### src/rtl/pcg_if.sv
// AXI-Stream carrying fetch PCs from the PC generator to the IFU.
// tdata is pcgif_tdata_t: pc in [31:0], pred_taken in [32], reserved bits above.
interface axis_if;
  localparam int unsigned XLEN = 32;

  typedef struct packed {
    logic [30:0]     rsvd;
    logic            pred_taken;
    logic [XLEN-1:0] pc;
  } pcgif_tdata_t;

  logic         tvalid;
  logic         tready;
  pcgif_tdata_t tdata;

  modport m (output tvalid, output tdata, input tready);
  modport s (input tvalid, input tdata, output tready);
endinterface

### src/rtl/pcg.sv
// Program Counter Generator: holds the fetch PC, streams one PC per accepted beat,
// takes backend redirects and flushes the fetch pipe via invalidate.
// Optional direct-mapped BTB enabled by defining PCG_BTB_EN.
module pcg #(
  parameter logic [31:0] RESET_VECTOR = 32'h0,
  parameter int unsigned BTB_ENTRIES  = 16
) (
  input  logic        clk,
  input  logic        rst,
  axis_if.m           pcgif_axis_if,
  input  logic        redirect_valid,
  input  logic [31:0] redirect_pc,
  input  logic        bu_valid,
  input  logic [31:0] bu_pc,
  input  logic [31:0] bu_target,
  input  logic        bu_taken,
  output logic        invalidate
);
  localparam int unsigned XLEN = 32;

  typedef enum logic {StBoot, StRun} state_e;

  state_e            state_q, state_d;
  logic [XLEN-1:0]   pc_q, pc_d;
  logic              tvalid;
  logic              handshake;
  logic              pred_hit;
  logic [XLEN-1:0]   pred_target;

`ifdef PCG_BTB_EN
  localparam int unsigned IdxW = $clog2(BTB_ENTRIES);
  localparam int unsigned TagW = XLEN - 2 - IdxW;

  logic [BTB_ENTRIES-1:0] btb_valid_q;
  logic [BTB_ENTRIES-1:0] btb_taken_q;
  logic [TagW-1:0]        btb_tag_q [BTB_ENTRIES];
  logic [XLEN-3:0]        btb_tgt_q [BTB_ENTRIES];
  logic [IdxW-1:0]        rd_idx, wr_idx;
  logic                   unused_btb_lo;

  assign rd_idx = pc_q[2 +: IdxW];
  assign wr_idx = bu_pc[2 +: IdxW];
  // Low address bits carry no information without the C extension.
  assign unused_btb_lo = ^{bu_pc[1:0], bu_target[1:0]};

  // Valid bits are the only reset BTB state.
  always_ff @(posedge clk) begin
    if (rst) begin
      btb_valid_q <= '0;
    end else if (bu_valid) begin
      btb_valid_q[wr_idx] <= 1'b1;
    end
  end

  // Entry payload write; not reset.
  always_ff @(posedge clk) begin
    if (bu_valid) begin
      btb_tag_q[wr_idx]   <= bu_pc[XLEN-1 -: TagW];
      btb_tgt_q[wr_idx]   <= bu_target[XLEN-1:2];
      btb_taken_q[wr_idx] <= bu_taken;
    end
  end

  // Lookup reads registered contents, so a same-cycle update is seen next cycle.
  always_comb begin
    pred_hit    = btb_valid_q[rd_idx] && (btb_tag_q[rd_idx] == pc_q[XLEN-1 -: TagW]) &&
                  btb_taken_q[rd_idx];
    pred_target = {btb_tgt_q[rd_idx], 2'b00};
  end
`else
  localparam int unsigned unused_btb_entries = BTB_ENTRIES;
  logic unused_bu;

  assign unused_bu = ^{bu_valid, bu_pc, bu_target, bu_taken};

  // Without a BTB every beat falls through to pc + 4.
  always_comb begin
    pred_hit    = 1'b0;
    pred_target = '0;
  end
`endif

  // A redirect withdraws the beat; invalidate flushes the consumer that cycle.
  assign tvalid     = (state_q == StRun) && !redirect_valid;
  assign handshake  = tvalid && pcgif_axis_if.tready;
  assign invalidate = redirect_valid;

  assign pcgif_axis_if.tvalid = tvalid;
  assign pcgif_axis_if.tdata  = {31'd0, pred_hit, pc_q};

  // Next-state and next-PC selection: redirect, then handshake, else hold.
  always_comb begin
    state_d = StRun;
    pc_d    = pc_q;
    if (redirect_valid) begin
      pc_d = {redirect_pc[XLEN-1:2], 2'b00};
    end else if (handshake) begin
      pc_d = pred_hit ? pred_target : pc_q + 32'd4;
    end
  end

  // State and PC registers with synchronous reset.
  always_ff @(posedge clk) begin
    if (rst) begin
      state_q <= StBoot;
      pc_q    <= RESET_VECTOR;
    end else begin
      state_q <= state_d;
      pc_q    <= pc_d;
    end
  end
endmodule

### src/flat_wrapper.sv
// flat-port wrapper written by rule: the top's interface ports become plain ports
module pcg_flat 
#(
  parameter logic [31:0] RESET_VECTOR = 32'h0,
  parameter int unsigned BTB_ENTRIES  = 16
)
  (clk, rst, redirect_valid, redirect_pc, bu_valid, bu_pc, bu_target, bu_taken, invalidate, pcgif_axis_if_tvalid, pcgif_axis_if_tdata, pcgif_axis_if_tready);
  axis_if pcgif_axis_if_i ();
  input  logic clk;
  input  logic rst;
  input  logic redirect_valid;
  input  logic [31:0] redirect_pc;
  input  logic bu_valid;
  input  logic [31:0] bu_pc;
  input  logic [31:0] bu_target;
  input  logic bu_taken;
  output logic invalidate;
  output wire logic [$bits(pcgif_axis_if_i.tvalid)-1:0] pcgif_axis_if_tvalid;
  output wire logic [$bits(pcgif_axis_if_i.tdata)-1:0] pcgif_axis_if_tdata;
  input wire logic [$bits(pcgif_axis_if_i.tready)-1:0] pcgif_axis_if_tready;
  assign pcgif_axis_if_tvalid = pcgif_axis_if_i.tvalid;
  assign pcgif_axis_if_tdata = pcgif_axis_if_i.tdata;
  assign pcgif_axis_if_i.tready = pcgif_axis_if_tready;
  pcg #(.RESET_VECTOR(RESET_VECTOR), .BTB_ENTRIES(BTB_ENTRIES)) u_core (.clk(clk), .rst(rst), .pcgif_axis_if(pcgif_axis_if_i), .redirect_valid(redirect_valid), .redirect_pc(redirect_pc), .bu_valid(bu_valid), .bu_pc(bu_pc), .bu_target(bu_target), .bu_taken(bu_taken), .invalidate(invalidate));
endmodule
### config.mk
export PLATFORM = sky130hd
export DESIGN_NAME = pcg_flat
export DESIGN_NICKNAME = d
export VERILOG_FILES = /design/src/rtl/pcg_if.sv /design/src/rtl/pcg.sv /design/src/flat_wrapper.sv
export SDC_FILE = /design/constraint.sdc
export NUM_CORES = 1
export LEC_CHECK = 0
export BUFFER_PORTS_ARGS = -buffer_cell sky130_fd_sc_hd__buf_2
export CELL_PAD_IN_SITES_DETAIL_PLACEMENT = 0
export CELL_PAD_IN_SITES_GLOBAL_PLACEMENT = 1
export CORE_UTILIZATION = 29
export CTS_BUF_LIST = sky130_fd_sc_hd__clkbuf_4 sky130_fd_sc_hd__clkbuf_8
export DETAILED_ROUTE_END_ITERATION = 10
export HOLD_SLACK_MARGIN = 0.1
export PLACE_DENSITY_LB_ADDON = 0.1
export SLEW_MARGIN = 10
export SYNTH_ARGS = -nofsm -noshare
export SYNTH_HDL_FRONTEND = slang
export SYNTH_SLANG_ARGS = --single-unit
### constraint.sdc
create_clock -name clk -period 2.7 [get_ports clk]
set_input_delay 0.54 -clock clk [delete_from_list [all_inputs] [get_ports clk]]
set_output_delay 0.54 -clock clk [all_outputs]
set_load 0.01 [all_outputs]
### Yosys cells after proc, flatten, opt, wreduce, memory -nomap -nowiden

Cells that the tools add are included.

| cells by class | value |
|---|---|
| add/subtract/negate cells | 1 |
| multiplexer cells | 3 |
| reductions and logical operators | 5 |

Operators by type and width:

| operator | count |
|---|---|
| two-way mux 32 bit | 2 |
| adder 32 x 3 -> 32 bit (second input constant) | 1 |
| logical AND 1 bit | 2 |
| nonzero test 2 bit | 1 |
| OR reduction 2 bit | 1 |
| logical NOT 1 bit | 1 |
| two-way mux 1 bit | 1 |

| storage, ports and cells | value |
|---|---|
| bits in registers | 33 |
| bits of input ports | 102 |

### Longest topological paths before layout

Gate-level depths: netlist (run 1).

| depth | value |
|---|---|
| depth in word-level cells | 5 |
| depth in mapped cells | 5 |
| gate-level depth less buffers | 5 |

### Least setup slack after synthesis (run 1)

OpenSTA, ideal clock, no wires.

| path | value |
|---|---|
| path kind | input -> output |
| from | in redirect_valid |
| to | out pcgif_axis_if_tvalid |
| data arrival time | 1.210 ns |
| required time | 2.160 ns |
| path slack | 0.950 ns |
| stages | 3 |
| path buffers | 2 |
| cell sequence | clkbuf_1 > clkbuf_1 > nor2b_1 |

| between the ends | value |
|---|---|
| longest elaborated chain between the ends | 2 |

Ends and longest elaborated chain:

| element | RTL line | source |
|---|---|---|
| start: declaration | flat_wrapper.sv:11 | `input logic redirect_valid;` |
| logical NOT 1 bit | pcg.sv:84 | `assign tvalid = (state_q == StRun) && !redirect_valid;` |
| logical AND 1 bit | pcg.sv:84 |  |
| end: declaration | flat_wrapper.sv:18 | `output wire logic [$bits(pcgif_axis_if_i.tvalid)-1:0] pcgif_axis_if_tvalid;` |

No other way between the ends.

### Final worst setup path (run 1)

| path | value |
|---|---|
| from | reg u_core.state_q |
| to | reg u_core.pc_q[29] |

| between the ends | value |
|---|---|
| longest elaborated chain between the ends | 3 |

Ends and longest elaborated chain:

| element | RTL line | source |
|---|---|---|
| start: declaration | pcg.sv:23 | `state_e state_q, state_d;` |
| start signal: assignment | pcg.sv:105 | `state_q <= StBoot;` |
| start signal: assignment | pcg.sv:108 | `state_q <= state_d;` |
| logical AND 1 bit | pcg.sv:84 |  |
| logical AND 1 bit | pcg.sv:85 | `assign handshake = tvalid && pcgif_axis_if.tready;` |
| nonzero test 2 bit (no line) | - |  |
| end signal: assignment | pcg.sv:109 | `pc_q <= pc_d;` |
| end: declaration | pcg.sv:24 | `logic [XLEN-1:0] pc_q, pc_d;` |

No other way between the ends.
A chain may end at the register's enable or synchronous reset.

==> results.tsv, run 1 <==
metric	value	unit
routability cong.	0.726	
cts bufs inserted	5	
Setup Skew	0.00432	ns
minimum clock period	2.00	ns
fmax	0.501	GHz
FF/Latch Area	621	sq um
Slew @ Worst Pin	0.682	ns
WL/cell	14.6	um
Setup CP Type	reg2reg	
fin. max-slew vios	0	
commonest register cell after synthesis	dfxtp_1	
largest net degree at the start of global routing	34	
initial antenna violation count	0	
I/O pin cnt	168	
clock slew at reported path FFs	0.07	ns
GRT Resource Usage Total	16.5	%
highest-count cells in the layout ignoring fill and taps	buf_2, conb_1, dfxtp_1	
site row count	31	
R2R depth	4	
post_cts resized	0	
CTS max path bufs	2	
critical path arrival	2.20	ns
ANT cells	0	
Syn-to-layout area delta	16.4	%
asr flop ratio synth	0	%
initial core utilization	29.9	%
LEAKAGE	1.04	nW
Nets	423	
DIE HEIGHT	88.5	um
HPWL Detailed	4320	um
DRT iter0 DRCs	44	
Max Cap Violations	0	
CTS H-tree lvls	2	
number of antenna-violating nets in the routed design	0	
CTS tree	yes	
Setup violations, final	0	
Die X-Extent	88.5	um
Slew HR	54.5	%
crit path buf inv count	0	
CP peak stage delay	0.47	ns
setup TNS	0	ns
Critical Path Fanout Max	8	
pwr dens	441	nW/um^2
status	complete, no violations	
DR vias/cell	4.99	
Mean Syn Cell Area	8.24	sq um
synth warn	0	
Hold Crit Start	redirect_pc[16]	
fill count	781	
Fin. Hold Viols	0	
Hold WC Path Type	in2reg	
synth unique cells	42	
Min-Delay Path Depth	3	
Reg-to-Reg Start	u_core.state_q$_DFF_P_	
grt total ovfl	0	
RSZ-0062 raised after global routing	false	
share of post-route cells with drive strength above 1	25.9	%
Critical Path Source Type	flip-flop	
CTS root buf	clkbuf_8	
sequential element share of the synthesized area	28.6	%
number of iterations in the first detailed-routing pass	4	
Clk Latency, worst-skew pair	0.28	ns
Post-Route WL	6110	um
drc violations	0	
Port-buffer cells	65	
Endpoint, Worst Hold	u_core.pc_q[16]$_SDFFE_PP0P_	
Multi-input gate area	1310	sq um
core area	7250	sq um
DR vias	2092	
Cells after Synth	263	
#FFs+latches synth	31	
first-pass GRT wire length	9710	um
maximum vdd drop	0.117	mV
clk sinks	31	
postcts setup bufs	0	
Worst Setup End Kind	flip-flop	
CP cell instances	and4_1 > nand4_1 > or4_1 > a311oi_1	
Critical R2R Capture	u_core.pc_q[29]$_SDFFE_PP0P_	
Slowest-stage cell, CP	dfxtp_1	
Post-Synthesis Cell Area	2170	sq um
Worst Path Required	2.90	ns
die area	7830	sq um
CTS Hold Buffers Added	0	
final hold slack	0.502	ns
period utilization	74.0	%
vias in the first global route	1858	
Reg2Reg Setup Slack	0.70	ns
Pwr Total	0.00111	W
cell family with most CP delay	simple AND/OR/NAND/NOR gates	
most common cell after layout, fill and taps aside	buf_2	
Post-synth EDFFs	0	
## where the power goes
part           switching, W  total (W)  leakage [nW]  internal, W
clock              0.000181   0.000381        0.0470     0.000200
combinational      0.000111   0.000191         0.733    0.0000797
sequential        0.0000516   0.000541         0.258     0.000489
## sequential cells by signal, summed over array words and instances (netlist names)
signal	count
u_core.state_q	1
u_core.pc_q	30
## synthesized netlist by cell type (2+ instances only)
master / n / area share (%)
buf_4: 37 / 13
dfxtp_1: 31 / 29
nor2_1: 23 / 4.0
nand4_1: 18 / 5.2
a311oi_1: 14 / 5.7
nand3_1: 12 / 2.8
a211oi_1: 11 / 3.8
and4_1: 10 / 4.0
nand2_1: 10 / 1.7
clkbuf_1: 8 / 1.4
xor2_1: 8 / 3.2
o31ai_1: 7 / 2.4
or4_1: 7 / 2.4
and2_1: 6 / 1.7
nor2b_1: 6 / 1.7
o21ai_0: 5 / 1.2
or3_1: 5 / 1.4
nor3_1: 4 / 0.92
nor4_1: 4 / 1.2
a21oi_1: 3 / 0.69
and3_1: 3 / 0.87
buf_1: 3 / 0.52
inv_1: 3 / 0.52
xnor2_1: 3 / 1.2
a311o_1: 2 / 0.92
a31oi_1: 2 / 0.58
clkbuf_2: 2 / 0.46
o22ai_1: 2 / 0.58
## worst register-to-register path, stage by stage, from the launching register on
cell and delay (ns):
dfxtp_1 0.47, and4_1 0.43, nand4_1 0.30, or4_1 0.47
a311oi_1 0.24
## layout make-up
class	count	area share, %
Clock buffer	6	3.27
Clock inverter	1	0.198
Inverter	3	0.446
Multi-Input combinational cell	210	52.0
Sequential cell	31	24.6
Tap cell	99	4.91
Timing Repair Buffer	69	14.6
## logic make-up (layout without fill, tap and decap cells)
group | count (synthesis) | after routing | synth area share [%]
muxes | 1 | 1 | 0.462
and+or+nand+nor | 114 | 114 | 31.8
xor gates and xnor gates | 11 | 11 | 4.44
buffers and inverters | 55 | 79 | 16.6
AOI/OAI and AO/OA | 49 | 49 | 17.4
other | 1 | 34 | 0.173
DFF | 31 | 31 | 28.6
adders and majority gates | 1 | 1 | 0.577
## layer usage
| layer | track usage (%) | part of all wire (%) | vias to the layer above |
|---|---|---|---|
| met2 | 26.2 | 46 | 72 |
| met1 | 22.2 | 47 | 965 |
| met5 | 0 | 0 | - |
| met3 | 3.64 | 5.4 | 7 |
| met4 | 4.84 | 1.0 | 0 |
| li1 | - | - | 1048 |
## metrics by stage
stage | worst slack (ns) | instances | utilization, % | instance area [sq um]
final | 0.703 | 419 | 34.8 | 2520
after global routing | 0.413 | 419 | 34.8 | 2520
after CTS | 0.669 | 419 | 34.8 | 2520
after detailed placement | 0.510 | 412 | 33.6 | 2440
after global placement | 0.507 | 412 | 33.6 | 2440
after floorplan | 0.950 | 296 | - | 2290
## worst max-delay path by stage
| stage | start | to | slack (ns) | cells after the start |
|---|---|---|---|---|
| floorplan | redirect_valid | pcgif_axis_if_tvalid | 0.95 | 3 |
| global placement | pcgif_axis_if_tready | u_core.pc_q[29]$_SDFFE_PP0P_ | 0.51 | 5 |
| detailed placement | pcgif_axis_if_tready | u_core.pc_q[29]$_SDFFE_PP0P_ | 0.51 | 5 |
| CTS | u_core.pc_q[4]$_SDFFE_PP0P_ | u_core.pc_q[30]$_SDFFE_PP0P_ | 0.67 | 4 |
| global route | u_core.pc_q[4]$_SDFFE_PP0P_ | u_core.pc_q[30]$_SDFFE_PP0P_ | 0.41 | 4 |
| finish | u_core.state_q$_DFF_P_ | u_core.pc_q[29]$_SDFFE_PP0P_ | 0.70 | 4 |
Note: power is estimated with default switching activity, not from simulation.
==> run 2, diff against run 1 <==
- CORE_UTILIZATION: 29 -> 25
- clock period: 2.7 -> 1.8 ns (I/O delays scaled with it)
==> results.tsv, run 2 (same netlist as run 1, synthesis figures left out) <==
metric	value	unit
status	complete, no violations	
Worst Setup SP	u_core.pc_q[6]$_SDFFE_PP0P_	
Biggest register	u_core.pc_q	
core area	8300	sq um
Slowest-stage cell, CP	dfxtp_2	
LEAKAGE	1.27	nW
initial antenna violation count	0	
Clk Latency, worst-skew pair	0.29	ns
CTS Hold Buffers Added	0	
fin. max-slew vios	0	
combinational group share of total power	22.2	%
CTS root buf	clkbuf_8	
DIE HEIGHT	95.1	um
CP peak stage delay	0.34	ns
first-pass GRT wire length	10700	um
fmax	0.584	GHz
number of antenna-violating nets in the routed design	0	
CTS max path bufs	2	
Setup Skew	0.00927	ns
grt total ovfl	0	
Multi-input gate area	1350	sq um
drc violations	0	
Post-Layout Cell Count	473	
CTS tree	yes	
critical path arrival	1.91	ns
Hold WC Path Type	in2reg	
most common cell after layout, fill and taps aside	buf_2	
Switch Pwr	0.000537	W
DR vias	2289	
routability cong.	0.750	
Post-Route WL	6800	um
Setup violations, final	0	
CP cell instances	and4_1 > buf_6 > nand4_1 > buf_4 > or3_1 > a311oi_1	
number of flip-flops in the largest register	30	
largest net degree at the start of global routing	25	
ANT cells	0	
clock slew at reported path FFs	0.08	ns
FF/Latch Area	629	sq um
I/O pin cnt	168	
Reg-to-Reg Start	u_core.pc_q[6]$_SDFFE_PP0P_	
share of post-route cells with drive strength above 1	39.7	%
number of iterations in the first detailed-routing pass	4	
minimum clock period	1.71	ns
WL/cell	14.4	um
highest-count cells in the layout ignoring fill and taps	buf_2, buf_4, conb_1	
CTS H-tree lvls	2	
period utilization	95.2	%
Reg2Reg Setup Slack	0.09	ns
fill count	929	
clock power share	33.1	%
vias in the first global route	2076	
GRT Resource Usage Total	15.4	%
DR vias/cell	4.84	
pwr dens	599	nW/um^2
site row count	33	
Critical Path Source Type	flip-flop	
initial core utilization	26.1	%
Fin. Hold Viols	0	
RSZ-0062 raised after global routing	true	
Critical R2R Capture	u_core.pc_q[19]$_SDFFE_PP0P_	
placed insts	461	
Reg power frac	44.7	%
clk sinks	31	
setup TNS	0	ns
DRT iter0 DRCs	50	
Sw Ratio	30.7	%
Worst Path Required	2.00	ns
Worst Setup End Kind	flip-flop	
R2R depth	6	
die area	9050	sq um
Port-buffer cells	65	
cts bufs inserted	5	
maximum vdd drop	0.247	mV
Worst setup endpoint	u_core.pc_q[19]$_SDFFE_PP0P_	
biggest regs	u_core.pc_q: 30 flops, u_core.state_q: 1 flops	
Syn-to-layout area delta	34.6	%
Critical Path Fanout Max	6	
Int Power	0.00121	W
Max Cap Violations	0	
Setup CP Type	reg2reg	
Nets	470	
Die X-Extent	95.1	um
HPWL Detailed	5320	um
## run 2: area by class of cell
class,instances,share of cell area (%)
clock buffers,7,2.87
clock inverters,1,0.172
inverters,3,0.386
multi-input cells,210,46.1
flip-flops and latches,31,21.6
well taps,105,4.50
repair buffers,116,24.4
## run 2: critical path: cells and delay by family, from the launching register on
family	cells	cell delay, ns
buffers and inverters	2	0.35
AO/OA/AOI/OAI	1	0.20
flip-flops	1	0.34
AND/OR/NAND/NOR	3	0.73
## run 2: stage by stage
step / hold WS [ns] / setup WS (ns) / cell area, sq um / util [%] / total power [W]
2_1_floorplan: 0.455 / 0.0998 / 2290 / - / 0.00104
6_report: 0.315 / 0.0865 / 2920 / 35.2 / 0.00175
3_3_place_gp: 0.536 / 0.0433 / 2750 / 33.2 / 0.00118
4_1_cts: 0.321 / 0.0253 / 2850 / 34.3 / 0.00176
5_1_grt: 0.331 / -0.0214 / 2920 / 35.2 / 0.00185
3_5_place_dp: 0.531 / 0.00122 / 2750 / 33.2 / 0.00118
## run 2: worst min-delay path by stage
stage | startpoint | slack [ns] | cells past startpoint | end
6_report | redirect_pc[2] | 0.32 | 3 | u_core.pc_q[2]$_SDFFE_PP0P_
5_1_grt | redirect_pc[2] | 0.33 | 3 | u_core.pc_q[2]$_SDFFE_PP0P_
4_1_cts | redirect_pc[2] | 0.32 | 3 | u_core.pc_q[2]$_SDFFE_PP0P_
3_5_place_dp | u_core.pc_q[18]$_SDFFE_PP0P_ | 0.53 | 2 | u_core.pc_q[18]$_SDFFE_PP0P_
3_3_place_gp | u_core.pc_q[18]$_SDFFE_PP0P_ | 0.54 | 2 | u_core.pc_q[18]$_SDFFE_PP0P_
2_1_floorplan | rst | 0.45 | 1 | u_core.state_q$_DFF_P_
## run 2: routing by layer
layer / track usage [%] / routed length (um)
met2: 25.7 / 3260
met5: 0 / 0
met3: 2.87 / 355
met1: 20.7 / 3150
met4: 3.03 / 31
## run 2: what timing repair did
item                                    CTS  global route
pin swaps                                 0             4
buffers inserted                          0             4
endpoints found under the setup margin    1            11
gates resized for setup                   2            15
## run 2: power groups by stage
stage	clock, W	sequential (W)	combinational [W]
2_1_floorplan	0	0.000821	0.000219
3_5_place_dp	0	0.000795	0.000386
4_1_cts	0.000589	0.000780	0.000388
3_3_place_gp	0	0.000795	0.000385
5_1_grt	0.000628	0.000790	0.000435
6_report	0.000578	0.000782	0.000388
==> run 3, diff against run 2 <==
--- a/constraint.sdc
+++ b/constraint.sdc
@@ -3,2 +3,2 @@
 set_output_delay 0.36 -clock clk [all_outputs]
-set_load 0.01 [all_outputs]
+set_load 0.1 [all_outputs]
==> results.tsv, run 3 (same netlist as run 1, synthesis figures left out) <==
metric	value	unit
status	complete, no violations	
fin. max-slew vios	0	
Worst Setup End Kind	flip-flop	
Max Cap Violations	0	
pwr dens	803	nW/um^2
Hold WC Path Type	in2reg	
CP cell instances	and4_2 > buf_4 > nand3_2 > or4_1 > a311oi_1	
LEAKAGE	1.21	nW
Post-Route WL	6800	um
Setup Skew	0.00797	ns
minimum clock period	1.71	ns
Place WS	-0.0370	ns
combinational group share of total power	41.0	%
site row count	33	
initial antenna violation count	0	
fin worst setup slack	0.0935	ns
met3 Usage GRT	3.19	%
CTS tree	yes	
Int Power	0.00118	W
drc violations	0	
GRT met1 Usage	21.8	%
CTS root buf	clkbuf_8	
Critical Path Source Type	flip-flop	
maximum vdd drop	0.337	mV
highest-count cells in the layout ignoring fill and taps	buf_2, conb_1, buf_4	
clk sinks	31	
Syn-to-layout area delta	33.1	%
CTS H-tree lvls	2	
fmax	0.586	GHz
number of antenna-violating nets in the routed design	0	
most common cell after layout, fill and taps aside	buf_2	
DR vias/cell	4.95	
grt met2 use	24.6	%
initial core utilization	26.1	%
routability cong.	0.701	
GR peak layer	met2	
largest net degree at the start of global routing	26	
DRT iter0 DRCs	79	
CTS Hold Buffers Added	0	
DR vias	2246	
biggest regs	u_core.pc_q: 30 flops, u_core.state_q: 1 flops	
core area	8300	sq um
CTS max path bufs	2	
Slowest-stage cell, CP	or4_1	
Die X-Extent	95.1	um
Fin. Hold Viols	0	
Min-Delay Path Depth	2	
critical path arrival	1.90	ns
clock slew at reported path FFs	0.07	ns
ANT cells	0	
number of flip-flops in the largest register	30	
vias in the first global route	2088	
CP peak stage delay	0.51	ns
crit path buf inv count	1	
Critical Path Fanout Max	4	
DIE HEIGHT	95.1	um
share of post-route cells with drive strength above 1	42.1	%
Nets	451	
final hold slack	0.302	ns
I/O pin cnt	168	
clock power share	24.9	%
Port-buffer cells	65	
first-pass GRT wire length	10800	um
critical path depth	5	
Clk Latency, worst-skew pair	0.29	ns
R2R depth	5	
cell family with most CP delay	simple AND/OR/NAND/NOR gates	
WL/cell	15.0	um
Worst Path Required	2.00	ns
postcts setup bufs	0	
Final Util	34.8	%
cts bufs inserted	5	
Setup CP Type	reg2reg	
Sw Ratio	48.9	%
die area	9050	sq um
RSZ-0062 raised after global routing	false	
Reg power frac	34.1	%
period utilization	94.8	%
Biggest register	u_core.pc_q	
number of iterations in the first detailed-routing pass	4	
GRT Resource Usage Total	15.7	%
HPWL Detailed	5190	um
Setup violations, final	0	
Switch Pwr	0.00113	W
grt total ovfl	0	
run 3: power by group through the flow:
stage          sequential (W)  combinational, W  clock, W
6_report             0.000789          0.000950  0.000576
3_3_place_gp         0.000805          0.000952         0
5_1_grt              0.000803          0.000992  0.000638
3_5_place_dp         0.000805          0.000953         0
4_1_cts              0.000789          0.000954  0.000609
2_1_floorplan         0.00113          0.000522         0
run 3: repair_timing:
item / in CTS / in global routing
setup endpoints to repair: 4 / 7
gates resized for setup: 1 / 4
pin swaps: 0 / 1
gates cloned: 0 / 0
run 3: final cells by class:
type | instances | area [sq um]
Sequential cell | 31 | 721
Multi-Input combinational cell | 210 | 1340
Tap cell | 105 | 131
Fill cell | 895 | 5410
Inverter | 3 | 11.3
Clock inverter | 1 | 5.00
Clock buffer | 7 | 83.8
Timing Repair Buffer | 97 | 596
run 3: metal layers:
layer	routed length, um	vias to the layer above
met5	0	-
met4	36	0
met3	374	4
met2	3150	84
met1	3240	1048
li1	-	1110
run 3: metrics by stage:
stage	instance area [sq um]	TNS (ns)	cells	total power [W]
4_1_cts	2880	0	454	0.00235
6_report	2890	0	454	0.00232
3_3_place_gp	2790	0	446	0.00176
3_5_place_dp	2790	-0.0569	446	0.00176
2_1_floorplan	2430	-0.179	296	0.00165
5_1_grt	2890	0	454	0.00243
run 3: path summary, 6_finish.rpt:
check                               start                           end  slack, ns
max          u_core.pc_q[12]$_SDFFE_PP0P_  u_core.pc_q[22]$_SDFFE_PP0P_       0.09
min                                   rst  u_core.pc_q[30]$_SDFFE_PP0P_       0.30
max reg2reg  u_core.pc_q[12]$_SDFFE_PP0P_  u_core.pc_q[22]$_SDFFE_PP0P_       0.09
min reg2reg  u_core.pc_q[29]$_SDFFE_PP0P_  u_core.pc_q[29]$_SDFFE_PP0P_       0.52
